--- src/rtl/branch_cond_unit.sv ---
// ---------------------------------------------------------------------------
// branch_cond_unit
//
// Resolves a conditional branch. A request (condition code, branch PC, word
// offset) is accepted in IDLE. The unit then waits WAIT_CYC cycles so that the
// ALU status (Z, N, V) of the compare issued in the same cycle has settled.
// The ALU updates those flags on the falling clock edge. The unit samples
// them on one rising edge and then evaluates the condition. It returns
// taken / next PC / error over a valid/ready response.
//
// Handshake semantics (both directions): a transfer happens on a rising edge
// where valid and ready are both high. The producer holds valid and its
// payload stable until that transfer. req_ready is high only in IDLE. A
// response transfer returns the unit to IDLE, so the next request can be
// accepted no earlier than the following edge. resp_ready is ignored unless a
// response is pending.
//
// Optional feature macro: BCU_STATS_EN. When it is defined, the saturating
// counters stat_req and stat_taken are added.
//
// Parameters:
//   WAIT_CYC  cycles from request accept to status capture (1..15)
//   CNT_W     statistics counter width (only used with BCU_STATS_EN)
//
// Ports:
//   clk, rst_n              clock (rising edge), async active-low reset
//   req_valid/req_ready     request handshake
//   req_cond[3:0]           condition code
//   req_pc[31:0]            PC of the branch
//   req_off[31:0]           sign-extended word offset
//   status[2:0]             ALU flags {Z, N, V}
//   resp_valid/resp_ready   response handshake
//   resp_taken              branch taken
//   resp_next_pc[31:0]      next PC (target if taken, else pc+4)
//   resp_err                illegal condition code
//   stat_req, stat_taken    completed / taken counters (BCU_STATS_EN)
//   dbg_state[1:0]          FSM state: 0 IDLE, 1 WAIT, 2 EVAL, 3 RESP
// ---------------------------------------------------------------------------
module branch_cond_unit #(
  parameter int unsigned WAIT_CYC = 1,
  parameter int unsigned CNT_W    = 16
) (
  input  logic             clk,
  input  logic             rst_n,
  input  logic             req_valid,
  output logic             req_ready,
  input  logic [3:0]       req_cond,
  input  logic [31:0]      req_pc,
  input  logic [31:0]      req_off,
  input  logic [2:0]       status,
  output logic             resp_valid,
  input  logic             resp_ready,
  output logic             resp_taken,
  output logic [31:0]      resp_next_pc,
  output logic             resp_err,
`ifdef BCU_STATS_EN
  output logic [CNT_W-1:0] stat_req,
  output logic [CNT_W-1:0] stat_taken,
`endif
  output logic [1:0]       dbg_state
);

  if (WAIT_CYC < 1 || WAIT_CYC > 15 || CNT_W < 1) begin : g_param_check
    $error("branch_cond_unit: WAIT_CYC must be 1..15 and CNT_W >= 1");
  end

  typedef enum logic [1:0] {
    S_IDLE = 2'd0,
    S_WAIT = 2'd1,
    S_EVAL = 2'd2,
    S_RESP = 2'd3
  } state_t;

  localparam logic [3:0] CNT_LOAD = 4'(WAIT_CYC - 1);

  state_t      state_q, state_d;
  logic [3:0]  cnt_q, cnt_d;
  logic [3:0]  cond_q, cond_d;
  logic [31:0] pc_q, pc_d;
  logic [31:0] off_q, off_d;
  logic        z_q, z_d, n_q, n_d, v_q, v_d;
  logic        req_ready_q, req_ready_d;
  logic        resp_valid_q, resp_valid_d;
  logic        resp_taken_q, resp_taken_d;
  logic [31:0] resp_next_pc_q, resp_next_pc_d;
  logic        resp_err_q, resp_err_d;

  logic        lt;
  logic        cond_true;
  logic        cond_err;
  logic [31:0] seq_pc;
  logic [31:0] tgt_pc;
  logic        resp_hs;

  // Condition evaluation on the captured flags. lt is the signed less-than
  // of the preceding compare (N xor V).
  always_comb begin
    lt        = n_q ^ v_q;
    cond_true = 1'b0;
    cond_err  = 1'b0;
    case (cond_q)
      4'h0:    cond_true = z_q;
      4'h1:    cond_true = ~z_q;
      4'h2:    cond_true = lt;
      4'h3:    cond_true = ~lt;
      4'h4:    cond_true = z_q | lt;
      4'h5:    cond_true = ~z_q & ~lt;
      4'h6:    cond_true = v_q;
      4'h7:    cond_true = ~v_q;
      4'h8:    cond_true = n_q;
      4'h9:    cond_true = ~n_q;
      4'hA:    cond_true = 1'b1;
      4'hB:    cond_true = 1'b0;
      default: cond_err  = 1'b1;
    endcase
  end

  // Modulo-2^32 arithmetic. The shift drops offset bits [31:30].
  assign seq_pc  = pc_q + 32'd4;
  assign tgt_pc  = seq_pc + (off_q << 2);
  assign resp_hs = (state_q == S_RESP) && resp_ready;

  always_comb begin
    state_d        = state_q;
    cnt_d          = cnt_q;
    cond_d         = cond_q;
    pc_d           = pc_q;
    off_d          = off_q;
    z_d            = z_q;
    n_d            = n_q;
    v_d            = v_q;
    req_ready_d    = req_ready_q;
    resp_valid_d   = resp_valid_q;
    resp_taken_d   = resp_taken_q;
    resp_next_pc_d = resp_next_pc_q;
    resp_err_d     = resp_err_q;
    case (state_q)
      S_IDLE: begin
        if (req_valid && req_ready_q) begin
          cond_d      = req_cond;
          pc_d        = req_pc;
          off_d       = req_off;
          cnt_d       = CNT_LOAD;
          req_ready_d = 1'b0;
          state_d     = S_WAIT;
        end
      end
      S_WAIT: begin
        // status is looked at only on the edge where the count expires.
        if (cnt_q == 4'd0) begin
          z_d     = status[2];
          n_d     = status[1];
          v_d     = status[0];
          state_d = S_EVAL;
        end else begin
          cnt_d = cnt_q - 4'd1;
        end
      end
      S_EVAL: begin
        resp_taken_d   = cond_true & ~cond_err;
        resp_err_d     = cond_err;
        resp_next_pc_d = (cond_true & ~cond_err) ? tgt_pc : seq_pc;
        resp_valid_d   = 1'b1;
        state_d        = S_RESP;
      end
      S_RESP: begin
        if (resp_ready) begin
          resp_valid_d = 1'b0;
          req_ready_d  = 1'b1;
          state_d      = S_IDLE;
        end
      end
      default: begin
        state_d      = S_IDLE;
        req_ready_d  = 1'b1;
        resp_valid_d = 1'b0;
      end
    endcase
  end

  always_ff @(posedge clk or negedge rst_n) begin
    if (!rst_n) begin
      state_q        <= S_IDLE;
      cnt_q          <= 4'd0;
      cond_q         <= 4'd0;
      pc_q           <= 32'd0;
      off_q          <= 32'd0;
      z_q            <= 1'b0;
      n_q            <= 1'b0;
      v_q            <= 1'b0;
      req_ready_q    <= 1'b1;
      resp_valid_q   <= 1'b0;
      resp_taken_q   <= 1'b0;
      resp_next_pc_q <= 32'd0;
      resp_err_q     <= 1'b0;
    end else begin
      state_q        <= state_d;
      cnt_q          <= cnt_d;
      cond_q         <= cond_d;
      pc_q           <= pc_d;
      off_q          <= off_d;
      z_q            <= z_d;
      n_q            <= n_d;
      v_q            <= v_d;
      req_ready_q    <= req_ready_d;
      resp_valid_q   <= resp_valid_d;
      resp_taken_q   <= resp_taken_d;
      resp_next_pc_q <= resp_next_pc_d;
      resp_err_q     <= resp_err_d;
    end
  end

  assign req_ready    = req_ready_q;
  assign resp_valid   = resp_valid_q;
  assign resp_taken   = resp_taken_q;
  assign resp_next_pc = resp_next_pc_q;
  assign resp_err     = resp_err_q;
  assign dbg_state    = state_q;

`ifdef BCU_STATS_EN
  logic [CNT_W-1:0] stat_req_q, stat_req_d;
  logic [CNT_W-1:0] stat_taken_q, stat_taken_d;

  // Saturating counters. They are updated only on a response transfer.
  always_comb begin
    stat_req_d   = stat_req_q;
    stat_taken_d = stat_taken_q;
    if (resp_hs) begin
      if (stat_req_q != {CNT_W{1'b1}}) begin
        stat_req_d = stat_req_q + 1'b1;
      end
      if (resp_taken_q && (stat_taken_q != {CNT_W{1'b1}})) begin
        stat_taken_d = stat_taken_q + 1'b1;
      end
    end
  end

  always_ff @(posedge clk or negedge rst_n) begin
    if (!rst_n) begin
      stat_req_q   <= '0;
      stat_taken_q <= '0;
    end else begin
      stat_req_q   <= stat_req_d;
      stat_taken_q <= stat_taken_d;
    end
  end

  assign stat_req   = stat_req_q;
  assign stat_taken = stat_taken_q;
`else
  logic unused_hs;
  assign unused_hs = resp_hs;
`endif

endmodule

--- config.mk ---
export PLATFORM = sky130hd
export DESIGN_NAME = branch_cond_unit
export DESIGN_NICKNAME = d
export VERILOG_FILES = /design/src/rtl/branch_cond_unit.sv
export SDC_FILE = /design/constraint.sdc
export NUM_CORES = 1
export LEC_CHECK = 0
export ABC_CLOCK_PERIOD_IN_PS = 6950
export CORE_MARGIN = 8
export CORE_UTILIZATION = 30
export DETAILED_ROUTE_END_ITERATION = 8
export SLEW_MARGIN = 10
export SYNTH_ARGS = -nofsm -noshare
export SYNTH_HDL_FRONTEND = slang
export SYNTH_SLANG_ARGS = --single-unit
export TNS_END_PERCENT = 5
--- constraint.sdc ---
create_clock -name clk -period 6.95 [get_ports clk]
set_clock_uncertainty 0.2 [all_clocks]
set_input_delay 1.39 -clock clk [delete_from_list [all_inputs] [get_ports clk]]
set_output_delay 1.39 -clock clk [all_outputs]
set_load 0.01 [all_outputs]
; ---- Word level (Yosys, flattened, before mapping)
; Cells that the tools add are included.
[word_totals]
reg_bits = 111
inputBits = 75
output_inout_bits = 38
wordCells = 71
[op_classes]
n_addsub = 3
n_eq_ne = 18
n_mux = 15
bitwise = 8
reduce_logical = 14
[op_table]
columns = op, count
row1 = "32-bit by 3-bit adder with 32-bit output, second input constant", 1
row2 = 32-bit adder, 1
row3 = 32-bit two-way mux, 1
row4 = "4-bit by 3-bit == test with 1-bit output, second input constant", 4
row5 = "4-bit == test, second input constant", 4
row6 = 12-bit OR reduction, 1
row7 = 1-bit case mux with 11 select lines, 1
row8 = 3-bit AND reduction, 3
row9 = "4-bit by 2-bit == test with 1-bit output, second input constant", 2
row10 = 4-bit zero test, 2
row11 = 4-bit two-way mux, 2
row12 = "2-bit != test, second input constant", 4
row13 = 2-bit case mux with 4 select lines, 1
row14 = 4-bit case mux with 2 select lines, 1
row15 = 2-bit two-way mux, 3
row16 = 2-bit AND reduction, 3
row17 = 2-bit nonzero test, 3
row18 = "2-bit == test, second input constant", 2
row19 = "4-bit by 1-bit == test with 1-bit output, second input constant", 1
row20 = 1-bit two-way mux, 4
row21 = 1-bit NOT, 4
row22 = 1-bit case mux with 2 select lines, 2
row23 = "4-bit by 1-bit subtractor with 4-bit output, second input constant", 1
row24 = 1-bit bitwise AND, 2
row25 = other kinds (5), 5

; ---- Depth between registers and ports, before layout
[depth]
ltp_word = 6
mapped_depth = 15
depth_no_buf = 15

; ---- Worst setup path after synthesis
; No wires, ideal clock.
[synth_timing]
kind = reg-to-reg
from = reg pc_q[7]
to = reg resp_next_pc_q[31], in the netlist resp_next_pc[31]
setup_time_ns = 0.069
arrival_ns = 3.360
t_required_ns = 6.681
setup_slack_ns = 3.321
path_stages_with_launch = 16
path_buffers = 0
synth_period_minus_slack_ns = 3.629
cell_sequence = dfrtp_1 > nand4_1 > or2_1 > nor3_1 > and2_1 > nand3_1 > xnor2_1 > ha_1 > o21ai_0 > nor2_1 > o21a_1 > nor3_1 > o31ai_1 > o21a_1 > or4_1 > nand3_1
[synth_between]
elab_chain_cells = 3
[synth_lines]
columns = item, line_no
row1 = start: declaration, 79  ; logic [31:0] pc_q, pc_d;
row2 = start signal: assignment, 200  ; pc_q <= pc_d;
row3 = 32-bit by 3-bit adder with 32-bit output (*), 119  ; assign seq_pc = pc_q + 32'd4;
row4 = 32-bit adder, 120  ; assign tgt_pc = seq_pc + (off_q << 2);
row5 = 32-bit two-way mux (*), 162  ; resp_next_pc_d = (cond_true & ~cond_err) ? tgt_pc : seq_pc;
row6 = end signal: assignment, 208  ; resp_next_pc_q <= resp_next_pc_d;
row7 = end: declaration, 85  ; logic [31:0] resp_next_pc_q, resp_next_pc_d;
; Every way passes the cells marked *; elsewhere a longest branch is shown, timed or not.
; A chain may end at the register's enable or synchronous reset.

; ---- Worst setup path in the final report
; Same ends and word-level chain as after synthesis.

==> impl_metrics.env <==
export IMPL_crit_required_ps=7040
export IMPL_synth_distinct_cells=67
export IMPL_fp_row_count=55
export IMPL_period_minus_slack_ps=4623
export IMPL_final_cell_mix="dfrtp_1 (110), clkdlybuf4s50_1 (109), nand2_1 (74)"
export IMPL_clock_sinks=111
export IMPL_vias_per_cell=5.036
export IMPL_cts_tree="done"
export IMPL_critical_path_class="flop to flop"
export IMPL_top_usage_layer="met2"
export IMPL_cts_made_buffers=9
export IMPL_hpwl_mm=13.31
export IMPL_clk_path_buf_depth=2
export IMPL_remaining_drc_errors=0
export IMPL_root_buffer="clkbuf_16"
export IMPL_setup_violations=0
export IMPL_grt_pass1_wl_mm=29.38
export IMPL_async_flop_share=1.000
export IMPL_coreArea_um2=22710
export IMPL_grt_util_met3=0.03251
export IMPL_critPathLaunchType="flop"
export IMPL_synth_top_family_by_area="simple AND/OR/NAND/NOR gates"
export IMPL_synth_simple_gate_area_frac=0.1616
export IMPL_max_slew_margin=0.2702
export IMPL_synth_edf_count=0
export IMPL_wl_mm=18.08
export IMPL_avgSynthCellArea_um2=9.762
export IMPL_yosysWarnings=0
export IMPL_synth_seq_cells=111
export IMPL_final_common_cell="dfrtp_1"
export IMPL_clk_pin_slew_worst_paths_ps=80
export IMPL_worst_skew_pair_late_latency_ps=350
export IMPL_grt_usage=0.1290
export IMPL_overflow=0
export IMPL_start_util=0.3065
export IMPL_rsz0062_at_grt="no"
export IMPL_hold_viol=0
export IMPL_reg2reg_slack_ps=2330
export IMPL_synthMuxAreaShare=0.1255
export IMPL_drv_slew=0
export IMPL_hold_slack_ps=305.8
export IMPL_grtUsageMet1=0.1663
export IMPL_tightest_slew_ps=1086
export IMPL_clock_fmax_ghz=0.2163
export IMPL_grt_pass1_vias=5542
export IMPL_setup_worst_path_end_class="flop"
export IMPL_syn_nets=833
export IMPL_port_buffers=110
export IMPL_yosys_most_used_dff="dfrtp_1"
export IMPL_finalSetupTns_ps=0
export IMPL_area_delta_synth_final_pct=24.32
export IMPL_drv_cap=0
export IMPL_via_count=5540
export IMPL_antenna_cells=0
export IMPL_htree_levels=3
export IMPL_p_leak_nw=3.834
export IMPL_dieArea_um2=28330
export IMPL_post_route_period_util=0.6651
export IMPL_cts_setup_buffers=0
export IMPL_antenna_found_initial=0
export IMPL_drt_first_pass_iters=4
export IMPL_ios=113
export IMPL_ir_drop_mv=0.2235
export IMPL_cts_resized=0
export IMPL_met2_usage=0.2131
export IMPL_synth_adder_area_share=0.08197
export IMPL_die_w_um=168.3
export IMPL_die_y_um=168.3
export IMPL_worstHoldPathType="flop to flop"
export IMPL_synth_compound_area_frac=0.1506
export IMPL_gp_congestion=0.8543
export IMPL_yosys_area_share_xor_xnor=0.05411
export IMPL_wl_per_cell_um=16.43
export IMPL_grt_max_degree=68
export IMPL_hold_buffers=0
export IMPL_status="finished, final reports clean"
export IMPL_ys_seq_area_frac=0.3992
export IMPL_syn_cell_area_um2=6960
export IMPL_drtIter0Drc=365
export IMPL_fin_util=0.3810
export IMPL_total_power_mw=4.404
export IMPL_ant_nets=0
export IMPL_nets=930
export IMPL_arrival_ps=4710
export IMPL_drive_gt1_frac=0.1276
export IMPL_cp_max_fo=5
export IMPL_nFillCells=2254
export IMPL_p_per_area_nw_per_um2=508.9
export IMPL_synthCells=713
-- registers in the layout, indices dropped and copies added, names as in the netlist --
signal and flops:
n_q 1, resp_next_pc 32, resp_err 1, req_ready 1, dbg_state 2, z_q 1
off_q 30, cnt_q 4, v_q 1, pc_q 32, cond_q 4, resp_taken 1
resp_valid 1
-- worst max-delay path, stage by stage (launching register included) --
cell	delay [ps]
dfrtp_1	430
nand4_1	180
or2_1	320
nor3_1	890
and3_1	280
xor2_1	90
ha_1	240
o41ai_1	710
and3_1	300
a211oi_1	120
o21a_1	200
or4_1	490
nand3_1	90
-- cell families after synthesis --
group | after synthesis
AND/OR/NAND/NOR | 233
AO/OA/AOI/OAI | 153
flip-flops | 111
multiplexers | 78
buffers and inverters | 50
adder cells (fa/ha/maj) | 45
XOR/XNOR | 43
-- worst paths after layout --
check | start | endpoint | cells past startpoint
setup reg to reg | pc_q[7] | resp_next_pc[31] | 12
hold reg to reg | pc_q[1] | resp_next_pc[1] | 1
hold / removal | pc_q[1] | resp_next_pc[1] | 1
max in group asynchronous | rst_n | cnt_q[1] | 2
min in group asynchronous | rst_n | off_q[15] | 1
setup / recovery | pc_q[7] | resp_next_pc[31] | 12
-- metrics by stage --
step,instances,worst slack [ps],instance area (µm²)
global placement,1084,2320,8363
CTS,1100,2337,8653
detailed placement,1084,2370,8363
global route,1100,2021,8653
finish,1100,2327,8653
floorplan,713,3321,6960
-- synth_stat cells, types with 3 or more instances --
cell type / number / area share
dfrtp_1: 110 / 0.40
nand2_1: 74 / 0.040
mux2_2: 72 / 0.12
nor2_1: 60 / 0.032
ha_1: 44 / 0.079
a21oi_1: 30 / 0.022
xnor2_1: 29 / 0.036
clkbuf_1: 26 / 0.014
a31oi_1: 25 / 0.022
nand3_1: 22 / 0.016
inv_1: 20 / 0.011
a21o_1: 19 / 0.020
o21ai_0: 17 / 0.012
nor3_1: 16 / 0.012
xor2_1: 14 / 0.018
o21a_1: 11 / 0.012
nand4_1: 10 / 0.0090
and3_1: 9 / 0.0081
nand2b_1: 8 / 0.0072
o21ai_1: 8 / 0.0058
and4_1: 6 / 0.0075
or3_1: 5 / 0.0045
a211oi_1: 4 / 0.0043
buf_1: 4 / 0.0022
mux2i_1: 4 / 0.0058
nor2b_1: 4 / 0.0036
o22ai_1: 4 / 0.0036
a21boi_1: 3 / 0.0032
nand4b_1: 3 / 0.0038
o31ai_1: 3 / 0.0032
or4_1: 3 / 0.0032
-- area by class of cell --
cell class,count,area (µm²),area share
clock buffer,11,232.7,0.02689
inverter,20,75.07,0.008676
multi-input combinational,552,4009,0.4633
sequential,111,2779,0.3211
timing repair buffer,116,1144,0.1322
clock inverter,5,57.56,0.006651
tap,285,356.6,0.04121
-- report_power, final --
| group | leakage (nW) | switching, mW | total [mW] | internal (mW) |
|---|---|---|---|---|
| Clock | 0.144 | 0.246 | 0.527 | 0.281 |
| Combinational | 2.30 | 1.41 | 2.61 | 1.19 |
| Sequential | 1.39 | 0.295 | 1.27 | 0.976 |
| Total | 3.83 | 1.95 | 4.40 | 2.45 |
-- routing by layer --
| layer | vias up | wire [µm] |
|---|---|---|
| met5 | - | 0 |
| met4 | 0 | 185 |
| met3 | 16 | 883 |
| met2 | 100 | 8494 |
| met1 | 2636 | 8515 |
| li1 | 2788 | - |
(Power assumes the default switching activity.)
